[config.mk]
export PLATFORM = sky130hd
export DESIGN_NAME = store_buffer_flat
export DESIGN_NICKNAME = d
export VERILOG_FILES = /design/src/rtl/store_buffer_if.sv /design/src/rtl/store_buffer.sv /design/src/flat_wrapper.sv
export SDC_FILE = /design/constraint.sdc
export NUM_CORES = 1
export LEC_CHECK = 0
export BUFFER_PORTS_ARGS = -buffer_cell sky130_fd_sc_hd__clkbuf_2
export CORE_MARGIN = 2
export CORE_UTILIZATION = 35
export DETAILED_ROUTE_END_ITERATION = 8
export GPL_TIMING_DRIVEN = 0
export PLACE_DENSITY = 0.64
export SYNTH_ARGS = -nofsm -noshare
export SYNTH_HDL_FRONTEND = slang
export SYNTH_SLANG_ARGS = --single-unit
[constraint.sdc]
create_clock -name clk -period 3.7 [get_ports clk]
set_clock_uncertainty 0.05 [all_clocks]
set_input_delay 0.925 -clock clk [delete_from_list [all_inputs] [get_ports clk]]
set_output_delay 0.925 -clock clk [all_outputs]
set_load 0.02 [all_outputs]
[src/rtl/store_buffer_if.sv]
// Request type and port bundle for store_buffer: the commit push side, the memory drain side and the load lookup.
typedef struct packed {
  logic [31:0] addr;
  logic [31:0] wdata;
  logic [3:0]  byteenable;
} data_memreq_t;

interface store_buffer_if;
  data_memreq_t store_memreq;
  logic         store_push;
  logic         store_full;
  logic         empty;
  data_memreq_t mem_req;
  logic         mem_req_valid;
  logic         mem_req_ready;
  logic [31:0]  lookup_addr;
  logic         lookup_hit;
  logic [31:0]  lookup_data;
  logic [3:0]   lookup_be;

  modport master (
    output store_memreq, store_push, mem_req_ready, lookup_addr,
    input  store_full, empty, mem_req, mem_req_valid, lookup_hit, lookup_data, lookup_be
  );

  modport slave (
    input  store_memreq, store_push, mem_req_ready, lookup_addr,
    output store_full, empty, mem_req, mem_req_valid, lookup_hit, lookup_data, lookup_be
  );
endinterface

[src/rtl/store_buffer.sv]
// store_buffer: in-order committed-store FIFO draining to data memory, with a same-cycle load lookup.
// Define STORE_BUF_FWD_EN to build the per-byte youngest-first forwarding merge on lookup_data/lookup_be.
module store_buffer #(
  parameter int DEPTH = 4
) (
  input  logic          clk,
  input  logic          rst,
  store_buffer_if.slave bus
);
  localparam int PTR_W = (DEPTH > 1) ? $clog2(DEPTH) : 1;
  localparam int CNT_W = PTR_W + 1;
  localparam logic [CNT_W-1:0] DEPTH_C = CNT_W'(DEPTH);

  data_memreq_t     r_entries [DEPTH];
  logic [PTR_W-1:0] r_head;
  logic [PTR_W-1:0] r_tail;
  logic [CNT_W-1:0] r_count;
  logic             r_full;
  logic             r_empty;
  logic             w_push;
  logic             w_pop;
  logic [CNT_W-1:0] w_count_nxt;
  logic [DEPTH-1:0] w_match;
  logic             w_unused;

  assign w_push = bus.store_push & ~r_full;
  assign w_pop  = ~r_empty & bus.mem_req_ready;

  always_comb begin
    w_count_nxt = r_count;
    if (w_push && !w_pop)
      w_count_nxt = r_count + CNT_W'(1);
    else if (!w_push && w_pop)
      w_count_nxt = r_count - CNT_W'(1);
  end

  // Full/empty are registered from the next count so the handshake outputs have no input-to-output path.
  always_ff @(posedge clk or negedge rst) begin
    if (!rst) begin
      for (int i = 0; i < DEPTH; i++)
        r_entries[i] <= '0;
      r_head  <= '0;
      r_tail  <= '0;
      r_count <= '0;
      r_full  <= 1'b0;
      r_empty <= 1'b1;
    end else begin
      if (w_push) begin
        r_entries[r_tail] <= bus.store_memreq;
        r_tail            <= r_tail + PTR_W'(1);
      end
      if (w_pop)
        r_head <= r_head + PTR_W'(1);
      r_count <= w_count_nxt;
      r_full  <= (w_count_nxt == DEPTH_C);
      r_empty <= (w_count_nxt == '0);
    end
  end

  assign bus.store_full    = r_full;
  assign bus.empty         = r_empty;
  assign bus.mem_req       = r_entries[r_head];
  assign bus.mem_req_valid = ~r_empty;

  // w_match is indexed by age: bit 0 is the head (oldest) entry.
  always_comb begin
    w_match = '0;
    for (int k = 0; k < DEPTH; k++)
      w_match[k] = (CNT_W'(k) < r_count) &&
                   (r_entries[r_head + PTR_W'(k)].addr[31:2] == bus.lookup_addr[31:2]);
  end

  assign bus.lookup_hit = |w_match;
  assign w_unused       = ^bus.lookup_addr[1:0];

`ifdef STORE_BUF_FWD_EN
  logic [31:0] w_fwd_data;
  logic [3:0]  w_fwd_be;

  // Walk oldest to youngest so a younger covering store overwrites each lane.
  always_comb begin
    w_fwd_data = '0;
    w_fwd_be   = '0;
    for (int k = 0; k < DEPTH; k++) begin
      for (int b = 0; b < 4; b++) begin
        if (w_match[k] && r_entries[r_head + PTR_W'(k)].byteenable[b]) begin
          w_fwd_data[8*b +: 8] = r_entries[r_head + PTR_W'(k)].wdata[8*b +: 8];
          w_fwd_be[b]          = 1'b1;
        end
      end
    end
  end

  assign bus.lookup_data = w_fwd_data;
  assign bus.lookup_be   = w_fwd_be;
`else
  assign bus.lookup_data = '0;
  assign bus.lookup_be   = '0;
`endif
endmodule

[src/flat_wrapper.sv]
// flat-port wrapper written by rule: the top's interface ports become plain ports
module store_buffer_flat 
#(
  parameter int DEPTH = 4
)
  (clk, rst, bus_store_memreq, bus_store_push, bus_mem_req_ready, bus_lookup_addr, bus_store_full, bus_empty, bus_mem_req, bus_mem_req_valid, bus_lookup_hit, bus_lookup_data, bus_lookup_be);
  store_buffer_if bus_i ();
  input  logic clk;
  input  logic rst;
  input wire logic [$bits(bus_i.store_memreq)-1:0] bus_store_memreq;
  input wire logic [$bits(bus_i.store_push)-1:0] bus_store_push;
  input wire logic [$bits(bus_i.mem_req_ready)-1:0] bus_mem_req_ready;
  input wire logic [$bits(bus_i.lookup_addr)-1:0] bus_lookup_addr;
  output wire logic [$bits(bus_i.store_full)-1:0] bus_store_full;
  output wire logic [$bits(bus_i.empty)-1:0] bus_empty;
  output wire logic [$bits(bus_i.mem_req)-1:0] bus_mem_req;
  output wire logic [$bits(bus_i.mem_req_valid)-1:0] bus_mem_req_valid;
  output wire logic [$bits(bus_i.lookup_hit)-1:0] bus_lookup_hit;
  output wire logic [$bits(bus_i.lookup_data)-1:0] bus_lookup_data;
  output wire logic [$bits(bus_i.lookup_be)-1:0] bus_lookup_be;
  assign bus_i.store_memreq = bus_store_memreq;
  assign bus_i.store_push = bus_store_push;
  assign bus_i.mem_req_ready = bus_mem_req_ready;
  assign bus_i.lookup_addr = bus_lookup_addr;
  assign bus_store_full = bus_i.store_full;
  assign bus_empty = bus_i.empty;
  assign bus_mem_req = bus_i.mem_req;
  assign bus_mem_req_valid = bus_i.mem_req_valid;
  assign bus_lookup_hit = bus_i.lookup_hit;
  assign bus_lookup_data = bus_i.lookup_data;
  assign bus_lookup_be = bus_i.lookup_be;
  store_buffer #(.DEPTH(DEPTH)) u_core (.clk(clk), .rst(rst), .bus(bus_i));
endmodule
==> results of run 1 <==
==> registers in the layout, summed over array words and instances, names as in the netlist <==
register               flops
u_core.bus.empty           1
u_core.bus.store_full      1
u_core.r_count             3
u_core.r_entries         272
u_core.r_head              2
u_core.r_tail              2
==> layer usage <==
layer | vias to the layer above | GRT usage | wire, um
li1 | 5035 | - | -
met1 | 6074 | 0.3021 | 22940
met2 | 470 | 0.3905 | 27270
met3 | 112 | 0.05114 | 4252
met4 | 8 | 0.08176 | 2288
met5 | - | 0 | 42
==> what timing repair did <==
item                                   4_1_cts  5_1_grt
setup endpoints to repair                   68       51
gates cloned                                 6        2
endpoints found under the hold margin        0        0
hold buffers                                 0        0
resized for setup                          276      124
buffers inserted                            59       16
pin swaps                                   14       10
==> cell families after synthesis <==
| family | Yosys count | share of synthesized area |
|---|---|---|
| buf+inv | 137 | 0.04792 |
| flops | 281 | 0.4338 |
| compound gates | 95 | 0.04175 |
| simple gates | 92 | 0.02863 |
| xor+xnor | 104 | 0.05618 |
| fa+ha+maj | 7 | 0.005402 |
| mux | 478 | 0.3861 |
| other cells | 1 | 0.0002313 |
==> power breakdown <==
part	internal, mW	leakage [nW]	switching [mW]	total [mW]
logic	8.24	5.18	7.82	16.1
clock network	2.01	0.536	1.32	3.32
registers	4.66	3.33	1.36	6.03
total	14.9	9.05	10.5	25.4
==> final cells by class <==
type                            instances  area, sq um
Antenna cell                            1        2.502
Buffer                                122         1202
Clock buffer                           43        879.6
Clock inverter                         13        224.0
Fill cell                            4068        24080
Inverter                               13        48.80
Multi-Input combinational cell        812         9251
Sequential cell                       281         7036
Tap cell                              600        750.7
Timing Repair Buffer                  237         2106
==> how the worst max path moves through the flow <==
stage | from | to | slack [ns]
2_1_floorplan | bus_lookup_addr[19] | bus_lookup_hit | 0.05
3_3_place_gp | rst | u_core.r_entries[23]$_DFFE_PN0P_ | -4.08
3_5_place_dp | u_core.r_head[0]$_DFFE_PN0P_ | bus_lookup_hit | -1.25
4_1_cts | u_core.r_head[1]$_DFFE_PN0P_ | bus_lookup_hit | -0.81
5_1_grt | u_core.r_head[1]$_DFFE_PN0P_ | bus_lookup_hit | -0.92
6_report | u_core.r_head[1]$_DFFE_PN0P_ | bus_lookup_hit | -0.81
==> cells in the final DEF, fill, tap and decap left out, drive strengths merged, types with 20 or more instances in the layout <==
cell type    n
conb        36
buf        220
xor2        32
a21oi       23
xnor2       72
mux2       279
dfrtp      280
nand2       20
mux4        88
mux2i      111
clkbuf     182
nor2        26
==> run metrics, run 1 <==
status=finished with violations; failing checks=setup timing; Total GRT Usage=0.2347; clock sinks=roughly 280; CTS tree=yes; crit-path cells=buf_12, buf_16, buf_16, buf_8, mux2i_1, xnor2_1, nor2_2, nand4_1, o41ai_1, nand4_1, o221ai_2, clkbuf_8; DR vias=approximately 12000; register area share after synthesis=0.4338; Slew headroom=0.3360; Critical path buffers and inverters=5; Routed WL per cell=about 27 um; initial antenna violation count=5; Setup Total Neg Slack=-11.27 ns; drt drc=0; CP Max Fanout=10; Core Rows=roughly 80; Synth Flop Type=dfrtp_1; WS Path Type=flop to primary output; count of buffers from port buffering=approximately 160; r2r startpoint=u_core.bus.store_full$_DFF_PN0_; core area=between 0.04 and 0.05 sq mm; Max Fclk=between 200 and 250 MHz; Vias/cell=5.513; total power per unit cell area=roughly 1200 mW/mm^2; Fin. Hold Viols=0; Iter 0 DRT Violations=between 900 and 1000; setup ws final=-0.8123 ns; max-slew violation count=0; final setup vio count=34; EDFF count, synth=0; non-filler cells, final=~2100; Final nets=roughly 1600; deepest clock path buffer count=3; initial core utilization=0.3557; grt total ovfl=0; syn avg cell area=13.57 sq um; placed cells=approximately 2000; CP arrival=between 3 and 4 ns; Required @ worst endpoint=between 2 and 3 ns; Worst VDD drop=between 0.0006 and 0.0007 V; Ports=about 210; RSZ-0062 raised after global routing=true; top cells by count, synth=dfrtp_1, mux2_2, mux2i_1; Mapped Cells=around 1200; Top delay family on crit path=buffers and inverters; Setup crit end kind=primary output; synthesized area=about 0.016 sq mm; DP Area=between 0.015 and 0.02 sq mm; minimum clock period=4.512 ns; share of cells above drive strength 1=0.5378; Ys Warns=0; Lkg Pwr=9.048 nW; Reg2Reg Setup Slack=0.83 ns; area grow syn2layout=32.61%; cell count along the critical path=12; Final HPWL DP=between 40 and 50 mm; Hold Crit Class=input pin to async pin; root buffer selected by CTS=clkbuf_16; reg2reg end=u_core.r_entries[110]$_DFFE_PN0P_; Die H=around 220 um; clock-pin slew on the worst setup and hold paths=about 0.060 ns; Yosys top cell by area=dfrtp_1; Slowest cell on crit path=dfrtp_2; Fin Hold WS=about 0.28 ns; later-pin clock latency in the skew report=roughly 0.6 ns; first-pass GRT wire length=a little over 80 mm; Routed Antenna Nets=0; die width=approximately 220 um; dpl ws=-1.255 ns; WL final=~57 mm; largest net degree at the start of global routing=~110; Slew @ Worst Pin=about 1 ns; Synth Register Bits=around 280; most common cell in the netlist=dfrtp_1; first-pass detailed-route iteration total=7; crit-path max cell delay=between 0.4 and 0.5 ns; Synth area leaders=dfrtp_1, mux2_2, mux4_2; die area=0.04806 sq mm; H-tree level count=1; final core utilization=0.4718; Yosys cell types=just under 60; Tot Pwr=about 25 mW; Worst Reg-to-Reg Cells=6; CTS buffer count=30; maxcap violations=0; final instance area=about 0.022 sq mm; fraction of registers with async set/reset=1.000; share of the synthesized area in the top cell type=0.4322; Tcrit/Tclk final=1.220; GPL Wtd Cong=~1.0; CP Launch Type=flop; vias in the first global route=about 12000
Power figures use the tool's default switching activity.
==> run 2, diff against run 1 <==
--- a/config.mk
+++ b/config.mk
@@ -10,7 +10,7 @@
 export CORE_UTILIZATION = 35
 export DETAILED_ROUTE_END_ITERATION = 8
 export GPL_TIMING_DRIVEN = 0
-export PLACE_DENSITY = 0.64
+export PLACE_DENSITY_LB_ADDON = 0.05
 export SYNTH_ARGS = -nofsm -noshare
 export SYNTH_HDL_FRONTEND = slang
 export SYNTH_SLANG_ARGS = --single-unit
==> run metrics, run 2 (same netlist as run 1, synthesis figures left out) <==
Clock Power Share=0.152 (was 0.131); CP Max Fanout=10 (unchanged); DR vias=11560 (was 11700); Routed Antenna Nets=0 (unchanged); Max Fclk=215.4 MHz (was 221.6 MHz); Final HPWL DP=40.70 mm (was 40.47 mm); core area=0.04558 sq mm (unchanged); Tcrit/Tclk final=1.254 (was 1.220); Post-CTS Hold Fix Bufs=0 (unchanged); WL final=57.13 mm (was 56.79 mm); Multi-input gate area=0.009089 sq mm (was 0.009251 sq mm); GPL Wtd Cong=0.9739 (was 1.003); Final nets=1584 (was 1608); Sw Share=0.4140 (was 0.4132); Total GRT Usage=0.2430 (was 0.2347); maxcap violations=0 (unchanged); reg2reg end=u_core.r_entries[121]$_DFFE_PN0P_ (was u_core.r_entries[110]$_DFFE_PN0P_); DP Area=0.01796 sq mm (was 0.01794 sq mm); largest net degree at the start of global routing=81 (was 105); RSZ-0062 raised after global routing=true (unchanged); clock sinks=281 (unchanged); Worst Reg-to-Reg Cells=6 (unchanged); Crit path top cell by count=buf_12; Psw=10.20 mW (was 10.50 mW); fillers=4158 (was 4068); Setup crit end kind=primary output (unchanged); Regs by FF count=u_core.r_entries: 272 flops, u_core.r_count: 3 flops (unchanged); crit-path max cell delay=0.36 ns (was 0.42 ns); Crit. Startpoint=u_core.r_head[1]$_DFFE_PN0P_ (unchanged); Iter 0 DRT Violations=740 (was 988); commonest non-fill, non-tap cells in the layout=dfrtp_1, mux2_2, clkbuf_2, mux4_2, buf_4 (was dfrtp_1, mux2_2, clkbuf_2, buf_4, mux4_2); CP arrival=3.67 ns (was 3.54 ns); crit-path cells=buf_6, buf_12, buf_12, buf_12, buf_12, mux2i_4, mux2i_2, xnor2_2, nand4_1, nor3_2, nand3_1, o221ai_2, clkbuf_8 (was buf_12, buf_16, buf_16, buf_8, mux2i_1, xnor2_1, nor2_2, nand4_1, o41ai_1, nand4_1, o221ai_2, clkbuf_8); Ports=212 (unchanged); drt drc=0 (unchanged); area grow syn2layout=29.77% (was 32.61%); Slew headroom=0.2548 (was 0.3360); setup ws final=-0.9416 ns (was -0.8123 ns); register area=0.007033 sq mm (was 0.007036 sq mm); sequential share of power=0.242 (was 0.237); H-tree level count=2 (was 1); CP Launch Type=flop (unchanged); initial core utilization=0.3557 (unchanged); count of buffers from port buffering=155 (unchanged); minimum clock period=4.642 ns (was 4.512 ns); Fin Hold WS=0.2897 ns (was 0.2830 ns); deepest clock path buffer count=3 (unchanged); Required @ worst endpoint=2.72 ns (about the same); WS Path Type=flop to primary output (unchanged); share of cells above drive strength 1=0.5230 (was 0.5378); Fin. Hold Viols=0 (unchanged); max reg flops=272 (unchanged); die area=0.04806 sq mm (unchanged); Slowest cell on crit path=mux2i_4 (was dfrtp_2); Lkg Pwr=8.919 nW (was 9.048 nW); later-pin clock latency in the skew report=0.56 ns (was 0.60 ns); Comb power frac=0.606 (was 0.632); status=finished with violations (unchanged); Worst VDD drop=0.0006667 V (was 0.0006027 V); r2r startpoint=u_core.bus.store_full$_DFF_PN0_ (unchanged); Hold Crit Class=input pin to async pin (unchanged); grt total ovfl=0 (unchanged); die width=219.2 um (unchanged); most common cell after layout, fill and taps aside=dfrtp_1 (unchanged); CTS tree=yes (unchanged); CTS buffer count=36 (was 30); first-pass GRT wire length=83.90 mm (was 82.01 mm); final instance area=0.02104 sq mm (was 0.02150 sq mm); first-pass detailed-route iteration total=5 (was 7); Core Rows=78 (unchanged); vias in the first global route=12140 (was 12070); Routed WL per cell=27.15 um (was 26.76 um); root buffer selected by CTS=clkbuf_16 (unchanged); Internal=14.44 mW (was 14.91 mW); failing checks=setup timing (unchanged); max-slew violation count=0 (unchanged); Top reg by flops=u_core.r_entries (unchanged); Vias/cell=5.496 (was 5.513); Die H=219.2 um (unchanged); initial antenna violation count=6 (was 5); Slew @ Worst Pin=1.118 ns (was 0.9959 ns); Reg2Reg Setup Slack=0.84 ns (was 0.83 ns); clock-pin slew on the worst setup and hold paths=0.06 ns (about the same); final setup vio count=6 (was 34); total power per unit cell area=1171 mW/mm^2 (was 1182 mW/mm^2)
## run 2: worst max-delay path: cells and delay by family, from the launching register on
kind            cells  cell delay, ns
mux                 2            0.56
simple gates        3            0.52
xor+xnor            1            0.26
compound gates      1            0.24
flops               1            0.34
buf+inv             6            1.14
## run 2: worst max path at each step
| stage | slack [ns] | end |
|---|---|---|
| after floorplan | 0.05 | bus_lookup_hit |
| after global placement | -4.65 | u_core.r_entries[16]$_DFFE_PN0P_ |
| after detailed placement | -1.15 | bus_lookup_hit |
| after CTS | -0.89 | bus_lookup_hit |
| after global routing | -1.00 | bus_lookup_hit |
| final | -0.94 | bus_lookup_hit |
## run 2: metal layers
| layer | up-vias | track usage | wire [um] |
|---|---|---|---|
| met5 | - | 0 | 45 |
| met4 | 8 | 0.09820 | 2428 |
| met3 | 133 | 0.05170 | 3474 |
| met2 | 379 | 0.3966 | 27140 |
| met1 | 6052 | 0.3147 | 24040 |
| li1 | 4991 | - | - |
## run 2: area by class of cell
class | instances | share of cell area
flip-flops and latches | 281 | 0.3343
well taps | 600 | 0.03568
repair buffers | 206 | 0.08028
multi-input cells | 812 | 0.4320
diodes | 3 | 0.0003568
plain buffers | 123 | 0.05423
clock inverters | 15 | 0.01154
inverters | 13 | 0.002319
clock buffers | 51 | 0.04936
## run 2: metrics by stage
stage | TNS, ns | std cells | setup WS, ns | utilization | total power, mW
3_3_place_gp | -1320.09 | 1985 | -4.649 | 0.3921 | 17.95
3_5_place_dp | -34.05 | 1988 | -1.152 | 0.3941 | 18.08
6_report | -1.077 | 2104 | -0.9416 | 0.4616 | 24.64
2_1_floorplan | 0 | 1230 | 0.05095 | - | 13.93
4_1_cts | -2.827 | 2100 | -0.8917 | 0.4586 | 24.45
5_1_grt | -1.458 | 2101 | -1.005 | 0.4615 | 25.82
## run 2: timing repair
item | 4_1_cts | 5_1_grt
hold endpoints to repair | 0 | 0
cloned | 10 | 0
setup buffers | 36 | 7
setup endpoints to repair | 69 | 36
pin swaps | 11 | 0
resized for setup | 240 | 59
## run 2: power groups by stage
stage / registers (mW) / logic [mW] / clock network [mW]
2_1_floorplan: 5.44 / 8.49 / 0
6_report: 5.97 / 14.9 / 3.75
4_1_cts: 5.92 / 14.7 / 3.86
3_5_place_dp: 5.89 / 12.2 / 0
3_3_place_gp: 5.83 / 12.1 / 0
5_1_grt: 6.19 / 15.6 / 3.99
==> run 3, diff against run 2 <==
--- a/config.mk
+++ b/config.mk
@@ -5,6 +5,8 @@
 export SDC_FILE = /design/constraint.sdc
 export NUM_CORES = 1
 export LEC_CHECK = 0
+export ABC_AREA = 1
+export ABC_CLOCK_PERIOD_IN_PS = 3700
 export BUFFER_PORTS_ARGS = -buffer_cell sky130_fd_sc_hd__clkbuf_2
 export CORE_MARGIN = 2
 export CORE_UTILIZATION = 35
@@ -14,3 +16,4 @@
 export SYNTH_ARGS = -nofsm -noshare
 export SYNTH_HDL_FRONTEND = slang
 export SYNTH_SLANG_ARGS = --single-unit
+export TNS_END_PERCENT = 1
==> run metrics, run 3 <==
status=finished with violations (unchanged); failing checks=setup timing (unchanged); Synth Flop Type=dfrtp_1 (unchanged); Tot Pwr=24.56 mW (was 24.64 mW); Worst VDD drop=0.0005366 V (was 0.0006667 V); Synth Register Bits=281 (unchanged); max reg flops=272 (unchanged); Setup crit end kind=primary output (unchanged); max-slew violation count=0 (unchanged); fraction of registers with async set/reset=1.000 (unchanged); share of the synthesized area in the top cell type=0.4164 (was 0.4322); setup ws final=-0.1057 ns (was -0.9416 ns); Tcrit/Tclk final=1.029 (was 1.254); Regs by FF count=u_core.r_entries: 272 flops, u_core.r_count: 3 flops (unchanged); most common cell after layout, fill and taps aside=nand2_1 (was dfrtp_1); Final nets=2956 (was 1584); Psw=12.80 mW (was 10.20 mW); final setup vio count=1 (was 6); die width=223.3 um (was 219.2 um); Synth area leaders=dfrtp_1, nand2_1, nand3_1 (was dfrtp_1, mux2_2, mux4_2); Final HPWL DP=57.13 mm (was 40.70 mm); Total GRT Usage=0.3224 (was 0.2430); count of buffers from port buffering=173 (was 155); Setup Total Neg Slack=-0.1057 ns (was -1.077 ns); register area share after synthesis=0.4180 (was 0.4338); deepest clock path buffer count=3 (unchanged); Die H=223.3 um (was 219.2 um); clock sinks=281 (unchanged); clock-pin slew on the worst setup and hold paths=0.06 ns (about the same); Clock Power Share=0.149 (was 0.152); Routed WL per cell=23.17 um (was 27.15 um); final instance area=0.02161 sq mm (was 0.02104 sq mm); sequential share of power=0.227 (was 0.242); root buffer selected by CTS=clkbuf_16 (unchanged); Core Rows=80 (was 78); Comb power frac=0.624 (was 0.606); die area=0.04984 sq mm (was 0.04806 sq mm); DR vias=18730 (was 11560); first-pass GRT wire length=118.1 mm (was 83.90 mm); Routed Antenna Nets=0 (unchanged); CTS buffer count=36 (unchanged); later-pin clock latency in the skew report=0.59 ns (was 0.56 ns); RSZ-0062 raised after global routing=true (unchanged); Fin Hold WS=0.2891 ns (was 0.2897 ns); Hold Crit Class=input pin to async pin (unchanged); minimum clock period=3.806 ns (was 4.642 ns); CP arrival=2.83 ns (was 3.67 ns); EDFF count, synth=0 (unchanged); share of cells above drive strength 1=0.1800 (was 0.5230); GPL Wtd Cong=0.9987 (was 0.9739); Fin. Hold Viols=0 (unchanged); top cells by count, synth=nand2_1, nand3_1, o21ai_0 (was dfrtp_1, mux2_2, mux2i_1); synthesized area=0.01682 sq mm (was 0.01621 sq mm); Top reg by flops=u_core.r_entries (unchanged); WS Path Type=flop to primary output (unchanged); area grow syn2layout=28.42% (was 29.77%); Internal=11.76 mW (was 14.44 mW); DP Area=0.01866 sq mm (was 0.01796 sq mm); maxcap violations=0 (unchanged); Mapped Cells=2553 (was 1195); Max Fclk=262.8 MHz (was 215.4 MHz); Yosys top cell by area=dfrtp_1 (unchanged); total power per unit cell area=1137 mW/mm^2 (was 1171 mW/mm^2); syn avg cell area=6.590 sq um (was 13.57 sq um); core area=0.04755 sq mm (was 0.04558 sq mm); first-pass detailed-route iteration total=7 (was 5); initial antenna violation count=3 (was 6); Required @ worst endpoint=2.72 ns (about the same); Yosys cell types=23 (was 58); drt drc=0 (unchanged); r2r startpoint=u_core.r_tail[1]$_DFFE_PN0P_ (was u_core.bus.store_full$_DFF_PN0_); H-tree level count=2 (unchanged); Lkg Pwr=11.58 nW (was 8.919 nW); Crit. Startpoint=u_core.r_head[0]$_DFFE_PN0P_ (was u_core.r_head[1]$_DFFE_PN0P_); CP Launch Type=flop (unchanged); Slew headroom=0.2536 (was 0.2548); Ports=212 (unchanged); WL final=80.83 mm (was 57.13 mm); Worst Reg-to-Reg Cells=7 (was 6); vias in the first global route=18070 (was 12140); Ys Warns=0 (unchanged); commonest non-fill, non-tap cells in the layout=nand2_1, nand3_1, o21ai_0, dfrtp_1, inv_1 (was dfrtp_1, mux2_2, clkbuf_2, mux4_2, buf_4); initial core utilization=0.3539 (was 0.3557); Vias/cell=5.370 (was 5.496); grt total ovfl=0 (unchanged); CTS tree=yes (unchanged); Iter 0 DRT Violations=1806 (was 740); largest net degree at the start of global routing=108 (was 81); most common cell in the netlist=nand2_1 (was dfrtp_1); Slew @ Worst Pin=1.120 ns (was 1.118 ns); Sw Share=0.5213 (was 0.4140); CP Max Fanout=6 (was 10)
[run 3: kinds of logic after synthesis]
group,Yosys count,share of synthesized area
XOR/XNOR,6,0.003123
adder cells (fa/ha/maj),7,0.005205
other,1,0.0002229
AO/OA/AOI/OAI,336,0.1063
flip-flops,281,0.4180
buffers and inverters,362,0.09214
AND/OR/NAND/NOR,1560,0.3750
[run 3: final timing paths]
| check | end | slack [ns] |
|---|---|---|
| max reg2reg | u_core.r_entries[202]$_DFFE_PN0P_ | 0.93 |
| min in group clk | u_core.r_entries[164]$_DFFE_PN0P_ | 0.43 |
| min | u_core.r_entries[56]$_DFFE_PN0P_ | 0.29 |
| min reg2reg | u_core.r_entries[164]$_DFFE_PN0P_ | 0.43 |
| max in group asynchronous | u_core.r_entries[164]$_DFFE_PN0P_ | 2.27 |
| max | bus_lookup_hit | -0.11 |
[run 3: metrics by stage]
stage                     setup slack [ns]  std cells  utilization
after floorplan                     0.9284       2588            -
after global placement              -4.590       3376       0.3910
after detailed placement           -0.3221       3378       0.3924
after CTS                         -0.07563       3476       0.4451
after global routing               -0.1498       3488       0.4544
final                              -0.1057       3488       0.4544
[run 3: per-layer routing]
metal,track usage,wire length [um]
met5,0,24
met4,0.1538,4059
met3,0.04386,5821
met2,0.5334,37830
met1,0.4176,33090
[run 3: power by group through the flow]
| stage | sequential [mW] | clock (mW) | combinational, mW |
|---|---|---|---|
| 6_report | 5.58 | 3.66 | 15.3 |
| 3_5_place_dp | 5.55 | 0 | 12.6 |
| 2_1_floorplan | 5.21 | 0 | 7.79 |
| 5_1_grt | 5.73 | 3.84 | 16.5 |
| 4_1_cts | 5.53 | 3.73 | 14.4 |
| 3_3_place_gp | 5.53 | 0 | 12.5 |
[run 3: worst max-delay path, cell delays in order, from the launching register on]
cell and delay (ns):
dfrtp_2 0.44, clkinv_4 0.09, buf_6 0.11, nand2_4 0.05, nand2_4 0.11, buf_8 0.16, buf_12 0.15, buf_12 0.11
nand2_1 0.05, nand3_1 0.09, nand2_2 0.08, nor2_4 0.13, nand2_1 0.08, nor2_2 0.12, nand2_1 0.09, nor2_1 0.09
nor2_1 0.06, nand2_2 0.11, buf_8 0.12
[run 3: timing repair]
action / CTS / global route
setup endpoints to repair: 40 / 27
pin swaps: 28 / 25
buffers inserted: 30 / 10
hold buffers: 0 / 0
gates cloned: 3 / 2
resized for setup: 275 / 101
[run 3: cell type report]
class                      instances  area (sq um)
inverter                         189         716.9
buffer                           173          1553
timing repair buffer             219          1463
fill                            4969         25940
sequential                       281          7036
clock inverter                    17         211.5
tap                              615         769.5
antenna                            1         2.502
multi-input combinational       1945          8820
clock buffer                      48          1036
